$ cat config.mk
export PLATFORM = sky130hd
export DESIGN_NAME = flash_fetch
export DESIGN_NICKNAME = d
export VERILOG_FILES = /design/src/rtl/tau_pkg.sv /design/src/rtl/flash_fetch_byte_assembler.sv /design/src/rtl/flash_fetch.sv
export SDC_FILE = /design/constraint.sdc
export NUM_CORES = 1
export LEC_CHECK = 0
export ABC_AREA = 1
export CAP_MARGIN = 10
export CORE_MARGIN = 1.5
export CORE_UTILIZATION = 52
export DETAILED_ROUTE_END_ITERATION = 7
export HOLD_SLACK_MARGIN = 0.1
export PLACE_DENSITY_LB_ADDON = 0.1
export SLEW_MARGIN = 20
export SYNTH_ARGS = -nofsm -noshare
export SYNTH_HDL_FRONTEND = slang
export SYNTH_SLANG_ARGS = --single-unit
$ cat constraint.sdc
create_clock -name clk -period 3.6 [get_ports clk]
set_input_delay 0.72 -clock clk [delete_from_list [all_inputs] [get_ports clk]]
set_output_delay 0.72 -clock clk [all_outputs]
set_load 0.02 [all_outputs]
$ cat src/rtl/tau_pkg.sv
// Shared definitions for the fetch path and its neighbours.
//   fetch_state_t : flash_fetch FSM states
//   FLASH_ADDR_W  : flash byte-address width
//   INSTR_BYTES   : bytes per instruction
//   PC_*          : program_counter operation encodings
package tau_pkg;

  localparam int FLASH_ADDR_W = 24;
  localparam int INSTR_BYTES  = 4;

  typedef enum logic [1:0] {
    IDLE  = 2'b00,
    ISSUE = 2'b01,
    DRAIN = 2'b10,
    HOLD  = 2'b11
  } fetch_state_t;

  localparam logic [1:0] PC_HOLD   = 2'b00;
  localparam logic [1:0] PC_INC    = 2'b01;
  localparam logic [1:0] PC_BRANCH = 2'b10;
  localparam logic [1:0] PC_JUMP   = 2'b11;

endpackage

$ cat src/rtl/flash_fetch_byte_assembler.sv
// byte_assembler: collects the bytes of one instruction into a word.
//   clk, reset : clock and synchronous active-high reset
//   start      : clear all lanes (new fetch begins)
//   we, idx    : write din as byte number idx of the instruction
//   din        : byte from flash
//   word       : assembled instruction (registered lanes)
module byte_assembler
  import tau_pkg::*;
#(
  parameter int NBYTES        = 4,
  parameter bit LITTLE_ENDIAN = 1'b1
) (
  input  logic                    clk,
  input  logic                    reset,
  input  logic                    start,
  input  logic                    we,
  input  logic [$clog2(NBYTES)-1:0] idx,
  input  logic [7:0]              din,
  output logic [8*NBYTES-1:0]     word
);

  localparam int IDX_W = $clog2(NBYTES);

  for (genvar gi = 0; gi < NBYTES; gi++) begin : g_lane
    // Lane gi holds byte number POS of the instruction; big-endian mirrors the order.
    localparam int POS = LITTLE_ENDIAN ? gi : (NBYTES - 1 - gi);
    logic [7:0] lane_reg;

    always_ff @(posedge clk) begin
      if (reset || start) begin
        lane_reg <= '0;
      end else if (we && (idx == IDX_W'(POS))) begin
        lane_reg <= din;
      end
    end

    assign word[8*gi +: 8] = lane_reg;
  end

endmodule

$ cat src/rtl/flash_fetch.sv
// flash_fetch: reads one instruction byte-by-byte from a flash with a
// one-cycle registered read and presents the assembled word.
//   clk, reset            : clock, synchronous active-high reset
//   req_valid/req_addr    : fetch request; req_ready high only when idle
//   flush                 : abort any in-flight fetch (highest priority)
//   flash_re/flash_addr   : flash read port; flash_out arrives one clock later
//   instr/instr_fault     : result, qualified by instr_valid
//   instr_ready           : consumer accepts the result
module flash_fetch
  import tau_pkg::*;
#(
  parameter int ADDR_W        = FLASH_ADDR_W,
  parameter int INSTR_BYTES   = tau_pkg::INSTR_BYTES,
  parameter bit LITTLE_ENDIAN = 1'b1,
  parameter bit ALIGN_CHECK   = 1'b1
) (
  input  logic                     clk,
  input  logic                     reset,
  input  logic                     req_valid,
  input  logic [ADDR_W-1:0]        req_addr,
  output logic                     req_ready,
  input  logic                     flush,
  output logic                     flash_re,
  output logic [ADDR_W-1:0]        flash_addr,
  input  logic [7:0]               flash_out,
  output logic [8*INSTR_BYTES-1:0] instr,
  output logic                     instr_fault,
  output logic                     instr_valid,
  input  logic                     instr_ready
);

  localparam int OFF_W = $clog2(INSTR_BYTES);
  localparam int CNT_W = OFF_W + 1;

  fetch_state_t      state_reg, state_next;
  logic              req_ready_reg, req_ready_next;
  logic              flash_re_reg, flash_re_next;
  logic [ADDR_W-1:0] flash_addr_reg, flash_addr_next;
  logic              fault_reg, fault_next;
  logic              valid_reg, valid_next;
  logic [CNT_W-1:0]  iss_cnt_reg, iss_cnt_next;
  logic [OFF_W-1:0]  cap_cnt_reg, cap_cnt_next;
  logic              rd_pend_reg, rd_pend_next;
  logic              asm_start, asm_we;

  always_comb begin
    state_next      = state_reg;
    flash_re_next   = flash_re_reg;
    flash_addr_next = flash_addr_reg;
    fault_next      = fault_reg;
    valid_next      = valid_reg;
    iss_cnt_next    = iss_cnt_reg;
    cap_cnt_next    = cap_cnt_reg;
    // A read sampled by the flash on this edge delivers its byte on the next one.
    rd_pend_next    = flash_re_reg;
    asm_start       = 1'b0;
    asm_we          = 1'b0;

    if (flush) begin
      // Dropping rd_pend discards the byte still in flight.
      state_next      = IDLE;
      flash_re_next   = 1'b0;
      flash_addr_next = '0;
      valid_next      = 1'b0;
      fault_next      = 1'b0;
      rd_pend_next    = 1'b0;
    end else begin
      asm_we = rd_pend_reg;
      if (rd_pend_reg) begin
        cap_cnt_next = cap_cnt_reg + OFF_W'(1);
      end
      unique case (state_reg)
        IDLE: begin
          if (req_ready_reg && req_valid) begin
            asm_start    = 1'b1;
            cap_cnt_next = '0;
            if (ALIGN_CHECK && (req_addr[OFF_W-1:0] != '0)) begin
              state_next = HOLD;
              fault_next = 1'b1;
              valid_next = 1'b1;
            end else begin
              state_next      = ISSUE;
              fault_next      = 1'b0;
              flash_re_next   = 1'b1;
              flash_addr_next = req_addr;
              iss_cnt_next    = CNT_W'(1);
            end
          end
        end
        ISSUE: begin
          if (iss_cnt_reg == CNT_W'(INSTR_BYTES)) begin
            state_next      = DRAIN;
            flash_re_next   = 1'b0;
            flash_addr_next = '0;
          end else begin
            flash_addr_next = flash_addr_reg + ADDR_W'(1);
            iss_cnt_next    = iss_cnt_reg + CNT_W'(1);
          end
        end
        DRAIN: begin
          // The final byte is captured on this edge by asm_we.
          state_next = HOLD;
          valid_next = 1'b1;
        end
        HOLD: begin
          if (instr_ready) begin
            state_next = IDLE;
            valid_next = 1'b0;
            fault_next = 1'b0;
          end
        end
        default: state_next = IDLE;
      endcase
    end

    req_ready_next = (state_next == IDLE);
  end

  always_ff @(posedge clk) begin
    if (reset) begin
      state_reg      <= IDLE;
      req_ready_reg  <= 1'b0;
      flash_re_reg   <= 1'b0;
      flash_addr_reg <= '0;
      fault_reg      <= 1'b0;
      valid_reg      <= 1'b0;
      iss_cnt_reg    <= '0;
      cap_cnt_reg    <= '0;
      rd_pend_reg    <= 1'b0;
    end else begin
      state_reg      <= state_next;
      req_ready_reg  <= req_ready_next;
      flash_re_reg   <= flash_re_next;
      flash_addr_reg <= flash_addr_next;
      fault_reg      <= fault_next;
      valid_reg      <= valid_next;
      iss_cnt_reg    <= iss_cnt_next;
      cap_cnt_reg    <= cap_cnt_next;
      rd_pend_reg    <= rd_pend_next;
    end
  end

  byte_assembler #(
    .NBYTES       (INSTR_BYTES),
    .LITTLE_ENDIAN(LITTLE_ENDIAN)
  ) u_asm (
    .clk  (clk),
    .reset(reset),
    .start(asm_start),
    .we   (asm_we),
    .idx  (cap_cnt_reg),
    .din  (flash_out),
    .word (instr)
  );

  assign req_ready   = req_ready_reg;
  assign flash_re    = flash_re_reg;
  assign flash_addr  = flash_addr_reg;
  assign instr_fault = fault_reg;
  assign instr_valid = valid_reg;

endmodule

After elaboration in Yosys (flattened, before gate mapping)
Cells that the tools add are included.
{"block": "word_totals", "regBits": 68}
{"block": "classes", "n_addsub": 3, "reduce_logical": 19, "bitwise_logic": 1, "mux": 32, "n_eq_ne": 13}
{"operator": "$mux W24", "n": 3}
{"operator": "$pmux W24 S2", "n": 1}
{"operator": "$add A24 B1 Y24 const B", "n": 1}
{"operator": "$mux W2", "n": 8}
{"operator": "$mux W1", "n": 12}
{"operator": "$ne A2 B2 Y1 const B", "n": 6}
{"operator": "$mux W3", "n": 3}
{"operator": "$eq A2 B2 Y1 const B", "n": 4}
{"operator": "$pmux W2 S4", "n": 1}
{"operator": "$reduce_and A4 Y1", "n": 2}
{"operator": "$logic_not A2 Y1", "n": 3}
{"operator": "$pmux W3 S2", "n": 1}
{"operator": "$reduce_and A3 Y1", "n": 2}
{"operator": "$reduce_bool A2 Y1", "n": 3}
{"operator": "$logic_and A1 B1 Y1", "n": 5}
{"operator": "$reduce_and A5 Y1", "n": 1}
{"operator": "$eq A2 B1 Y1 const B", "n": 2}
{"operator": "$pmux W1 S2", "n": 2}
{"operator": "$add A3 B1 Y3 const B", "n": 1}
{"operator": "$eq A3 B3 Y1 const B", "n": 1}
{"operator": "$pmux W1 S3", "n": 1}
{"operator": "$reduce_bool A3 Y1", "n": 1}
{"operator": "$add A2 B1 Y2 const B", "n": 1}
{"operator": "$reduce_or A2 Y1", "n": 1}
{"operator": "2 further kinds", "n": 2}

Longest topological paths before layout
{"block": "logic_depth", "depth_word": 6, "mapped_depth": 11, "ltp_nobuf": 10}

Modules after synthesis
Synthesis repeated with hierarchy kept, for this count alone.
{"block": "hier_totals", "cells_unflattened": 559, "area_unflattened_um2": 3712.3}
{"module": "flash_fetch", "cells_each": 351, "area_each_um2": 2311.0, "instances": 1}
{"module": "byte_assembler", "cells_each": 208, "area_each_um2": 1401.3, "instances": 1}

Least setup slack after synthesis
OpenSTA, ideal clock, no wires.
{"block": "synth_timing", "path_type": "input-to-reg", "startpoint": "in req_addr[0]", "endpoint": "reg iss_cnt_reg[2]", "cell_stages": 11, "slack_ns": 2.052, "setup_ns": 0.115, "arrival_time_ns": 1.433, "cell_sequence": "inv_1 nand2_1 nand2_1 nand2_2 inv_2 nand2_2 buf_6 nor2_4 nand3_1 nand2_1 nor2_1"}
{"block": "synth_via", "elab_chain_cells": 3}
{"item": "start: declaration", "line_no": "flash_fetch.sv:20", "source": "input logic [ADDR_W-1:0] req_addr,"}
{"item": "$reduce_bool A2 Y1", "line_no": "flash_fetch.sv:77", "source": "if (ALIGN_CHECK && (req_addr[OFF_W-1:0] != '0)) begin"}
{"item": "$ne A2 B2 Y1 (no source line)"}
{"item": "$reduce_and A5 Y1 (no source line)"}
{"item": "end signal: assignment", "line_no": "flash_fetch.sv:137", "source": "iss_cnt_reg <= iss_cnt_next;"}
{"item": "end: declaration", "line_no": "flash_fetch.sv:41", "source": "logic [CNT_W-1:0] iss_cnt_reg, iss_cnt_next;"}
Every way passes these cells.
A chain may end at the register's enable or synchronous reset.

Worst setup path in the final report
{"block": "layout_timing", "startpoint": "reg flash_addr_reg[15], in the netlist flash_addr[15]", "endpoint": "out flash_addr[15]"}
{"item": "start: declaration", "line_no": "flash_fetch.sv:38", "source": "logic [ADDR_W-1:0] flash_addr_reg, flash_addr_next;"}
{"item": "start signal: assignment", "line_no": "flash_fetch.sv:134", "source": "flash_addr_reg <= flash_addr_next;"}
{"item": "end: declaration", "line_no": "flash_fetch.sv:24", "source": "output logic [ADDR_W-1:0] flash_addr,"}
No word-level cell between the ends.

==> results_dict.tcl <==
set metrics [dict create \
    status "complete, but fails checks" \
    violations "DRC" \
    r2r_slack_ns 1.99 \
    detail_route.drc_violations 9 \
    grt_pass1_wl_um 15200 \
    cts_tree "done" \
    core-area_sq_um 6420 \
    n_fill_cell 547 \
    dieArea_sq_um 7200 \
    area_delta_synth_final_pct 34.1 \
    ys_seq_elements 68 \
    antennaDiodeCount 0 \
    cts.repair.resized 0 \
    cts_buffers 9 \
    synth_top_area_share 0.391 \
    die-width_um 84.8 \
    port_buffers 96 \
    final_core_util 0.727 \
    endpoint_kind "primary output" \
    fin_worst_skew_ns 0.00911 \
    wl_per_cell_um 13.9 \
    place_congestion 0.880 \
    clockBufferDepth 2 \
    crit_family "buffers and inverters" \
    tightestPinTransition_ns 0.551 \
    numClockSinks 68 \
    initial_core_util 0.542 \
    h-tree-depth 3 \
    critPathSlowestCell "clkdlybuf4s50_1" \
    synth_top_family_by_area "simple AND/OR/NAND/NOR gates" \
    placed_cells 660 \
    viasPerCell 5.43 \
    dp_hpwl_um 6610 \
    rows 29 \
    period_share 0.632 \
    ioPinCount 97 \
    synthSimpleGateAreaFrac 0.330 \
    ir_drop_uv 215 \
    start_kind "flop" \
    slew_headroom 0.632 \
    overflow 0 \
    ys_types 30 \
    grt_start_max_net_pins 38 \
    crit_type "reg2out" \
    clk_pin_slew_ns 0.08 \
    syn_inst 504 \
    drive_gt1_frac 0.0768 \
    synthTopCellsByArea "dfxtp_1, nand2_1, nand3_1" \
    hold_path.class "reg2reg" \
    yosys-mux-area-fraction 0 \
    dr.pass1.iters 7 \
    root_buffer "clkbuf_8" \
    antenna_found_initial 0 \
    path_buf_inv 1 \
    track_usage 0.265 \
    final_cells 676 \
    largest_reg_flops 32 \
    vias 3670 \
    drtAntennaViolNets 0 \
    fmax_mhz 439 \
    tns_ns 0 \
    synth_xor_area_frac 0 \
    grt_pass1_vias 3284 \
    finalHoldViolCount 0 \
    final_nets 638 \
    clock_latency_ns 0.36 \
    crit_fanout 9 \
    cp_slowest_stage_delay_ns 0.67 \
    synth_nets 548 \
    seq_area_frac_synth 0.391 \
    synth_top_cell_by_area "dfxtp_1" \
    die_h_um 84.8 \
    synth_compound_gate_area_share 0.156 \
    cts_setup_buffers 0 \
    syn_avg_cell_area_sq_um 6.91 \
    crit_chain "clkdlybuf4s50_1" \
    rsz0062_at_grt "no" \
    slew_violations 0 \
    p_leak_nw 1.66 \
    synth_adder_area_share 0.0252 \
    holdBufCountCts 0 \
    ys_warn_count 0 \
    fin_crit_ns 2.28 \
    maxCapViolCount 0 \
    wirelength_um 9420 \
    cp_data_arrival_time_ns 1.56 \
    report.final.setup_viol 0 \
    syn-cell-area_sq_um 3480 \
    critPathRequiredTime_ns 2.88 \
    powerDensity_nw_per_um2 362 \
    drt_iter0_drc 234 \
]
-- final timing paths --
kind,start,endpoint,cells past startpoint
min,u_asm.g_lane[2].lane_reg[0],u_asm.g_lane[2].lane_reg[0],2
max,flash_addr[15],flash_addr[15],1
min reg2reg,u_asm.g_lane[2].lane_reg[0],u_asm.g_lane[2].lane_reg[0],2
max reg2reg,iss_cnt_reg[0],req_ready,9
-- cell usage after synthesis --
cell type / instances
nor4_1: 1
nor2_2: 6
clkbuf_2: 1
o21bai_1: 4
nor2_4: 6
clkbuf_1: 6
clkinv_1: 1
inv_2: 6
nand3_1: 66
o21ai_1: 2
a21oi_1: 60
nand2_1: 128
ha_1: 7
nor2_1: 28
inv_1: 49
nand2_2: 6
buf_2: 3
buf_6: 6
o21ai_0: 22
nor2_8: 1
a31oi_1: 6
nor3_1: 4
a211oi_1: 2
o211ai_1: 3
o21a_1: 1
dfxtp_1: 68
nand4_1: 5
buf_4: 3
o21ai_2: 1
or2_2: 2
-- power breakdown --
group          internal [W]  switching, W
Combinational     0.0000636     0.0000792
Clock              0.000463      0.000316
Sequential         0.000760     0.0000109
-- worst reg2reg max path: stages, from the launching register on --
cell and delay [ns]:
dfxtp_1 0.37, inv_1 0.07, ha_1 0.20, nand2_1 0.07, inv_1 0.10, nand2_1 0.13, inv_1 0.08, nor3_1 0.30
o21ai_0 0.12, nor2_1 0.12
-- metal layers --
layer,wire length [um],global-route usage,share of wire,up-vias
met1,3960,0.323,0.42,1701
met5,0,0,0,-
met3,677,0.0564,0.072,16
met2,4620,0.456,0.49,127
li1,-,-,-,1826
met4,167,0.107,0.018,0
-- per-stage QoR --
step                      cell area (sq um)  setup slack (ns)  total power (W)  hold slack, ns
after floorplan                        3480              2.05         0.000859           0.465
after global placement                 4420              1.09         0.000927           0.448
after detailed placement               4420              1.05         0.000929           0.452
after CTS                              4670              1.33          0.00170           0.464
after global routing                   4670              1.24          0.00175           0.475
final                                  4670              1.32          0.00169           0.463
-- cell usage in the layout (no fill, tap or decap) --
| cell type | synthesis | layout |
|---|---|---|
| nand3_1 | 66 | 66 |
| nor2_1 | 28 | 28 |
| or2_2 | 2 | 2 |
| nand4_1 | 5 | 5 |
| ha_1 | 7 | 7 |
| nor2_2 | 6 | 6 |
| o211ai_1 | 3 | 3 |
| o21a_1 | 1 | 1 |
| a211oi_1 | 2 | 2 |
| inv_1 | 49 | 49 |
| bufinv_16 | 0 | 3 |
| nand2_2 | 6 | 6 |
| a31oi_1 | 6 | 6 |
| nor4_1 | 1 | 1 |
| a21oi_1 | 60 | 60 |
| nor2_8 | 1 | 1 |
| inv_2 | 6 | 6 |
| dfxtp_1 | 68 | 68 |
| clkinvlp_4 | 0 | 2 |
| clkbuf_8 | 0 | 9 |
| buf_4 | 3 | 2 |
| nor3_1 | 4 | 4 |
| nand2_1 | 128 | 128 |
| o21bai_1 | 4 | 4 |
| o21ai_2 | 1 | 1 |
| nor2_4 | 6 | 6 |
| inv_6 | 0 | 1 |
| clkinv_1 | 1 | 1 |
| clkinv_4 | 0 | 1 |
| o21ai_0 | 22 | 22 |
| o21ai_1 | 2 | 2 |
| clkdlybuf4s50_1 | 0 | 96 |
-- cell type report --
class,instances,area (sq um),share of cell area
multi-input combinational,361,1780,0.381
sequential,68,1360,0.292
timing repair buffer,98,976,0.209
inverter,56,210,0.0450
clock buffer,9,124,0.0265
clock inverter,7,123,0.0263
tap,77,96.3,0.0206
-- cells by family (layout without fill, tap and decap cells) --
group           after synthesis  in the layout
flops                        68             68
fa+ha+maj                     7              7
simple gates                253            253
compound gates              101            101
buf+inv                      75            170
No activity file was read; power rests on OpenSTA's default activity.
==> edit (same settings) <==
Register the output `instr_fault` once more, cleared by the reset; this adds one clock of latency there. The other outputs are not delayed to match.
--- a/src/rtl/flash_fetch.sv
+++ b/src/rtl/flash_fetch.sv
@@ -158,3 +158,9 @@
   assign flash_addr  = flash_addr_reg;
-  assign instr_fault = fault_reg;
+  always_ff @(posedge clk) begin
+    if (reset) begin
+      instr_fault <= '0;
+    end else begin
+      instr_fault <= fault_reg;
+    end
+  end
   assign instr_valid = valid_reg;
Function: changed (Yosys sat finds a counterexample within 4 cycles, from zero or initial values and one cycle with reset high).
==> edit against the unedited design <==
- the flow still finishes with violations (DRC)
- power shrank 2.0%
- first-iteration DRC count fell by 27%
- synthesized area increased by 0.25%
- non-clock buffer count stayed put
- design area about the same
- routed wire length fell by 3.1%
- sequential cell count is 1 higher
- worst setup slack improved by 0.027 ns
- register-to-register slack got worse by 0.16 ns
- critical path type unchanged
- critical endpoint unchanged
- highest routed layer unchanged
==> edit: results (changes against the unedited design) <==
yosys:
  ys.flop_type: "dfxtp_1"  # unchanged
  synth_cells: 506  # was 504
  yosysSeqAreaShare: 0.396  # was 0.391
  synth_nets: 550  # was 548
  synthTopCellsByArea: "dfxtp_1, nand2_1, nand3_1"  # unchanged
  synthTopCellsByCount: "nand2_1, dfxtp_1, nand3_1"  # unchanged
route:
  wl_met1_mm: 3.91  # was 3.96 mm
  wl_met3_um: 602  # was 677 µm
  drc: 9  # unchanged
  wl_met2_mm: 4.41  # was 4.62 mm
  first_pass_iters: 8  # was 7
  drt_wl_total_mm: 9.13  # was 9.42 mm
  first_iter_violations: 170  # was 234
  vias: 3642  # was 3,670
status:
  status: "finished with violations"  # unchanged
  violations: "DRC"  # unchanged
critical_path:
  cp.arrival_ns: 1.53  # was 1.56 ns
  r2r_slack_ns: 1.83  # was 1.99 ns
  critPathMaxFanout: 9  # unchanged
place:
  port-buffer-count: 96  # unchanged
  dp.cells: 662  # was 660
  hpwl_mm: 6.64  # was 6.61 mm
  dp_slack_ns: 1.03  # was 1.05 ns
  placedInstanceArea_mm2: 0.00444  # was 0.00442 mm²
global_routing:
  track_usage: 0.263  # was 0.265
  grt_pass1_wl_mm: 15.3  # was 15.2 mm
  use_met3: 0.0467  # was 0.0564
worst_hold_path:
  hold_end: "rd_pend_reg$_SDFF_PP0_"  # was u_asm.g_lane[2].lane_reg[0]$_SDFFE_PP0P_
  worst_hold_startpoint: "flash_re$_SDFFE_PP0P_"  # was u_asm.g_lane[2].lane_reg[0]$_SDFFE_PP0P_
final_layout:
  fin_nets: 640  # was 638
  fin_cells: 678  # was 676
  final_layout_size_suffix_gt1_frac: 0.0715  # was 0.0768
  antenna-diode-count: 0  # unchanged
power_and_ir_drop:
  power.leakage_nw: 1.66  # about the same
  peakVddDrop_mv: 0.212  # was 0.215 mV
  swShare: 0.247  # was 0.240
  finalPower_w: 0.00166  # was 0.00169 W
  clkPwrFrac: 0.444  # was 0.460
timing:
  max_slew.worst_pin.slew_ns: 0.740  # was 0.551 ns
  final.setup_skew_ns: 0.0111  # was 0.00911 ns
==> edit: through the flow <==
| step | util | hold WS [ns] |
|---|---|---|
| detailed placement | 0.691 | 0.451 |
| floorplan | - | 0.411 |
| global route | 0.727 | 0.473 |
| global placement | 0.691 | 0.448 |
| CTS | 0.727 | 0.459 |
| finish | 0.727 | 0.460 |
==> edit: area by class of cell <==
class | count | area (µm²)
repair buffers | 98 | 976
well taps | 77 | 96.3
multi-input cells | 361 | 1770
clock buffers | 10 | 138
inverters | 57 | 214
clock inverters | 6 | 92.6
fillers | 544 | 1760
flip-flops and latches | 69 | 1380
==> edit: kinds of logic (layout without fill, tap and decap cells) <==
family | Yosys count | in the layout | synth area share
compound gates | 101 | 101 | 0.155
flops | 69 | 69 | 0.396
fa+ha+maj | 7 | 7 | 0.0251
buf+inv | 76 | 171 | 0.0975
simple gates | 253 | 253 | 0.327
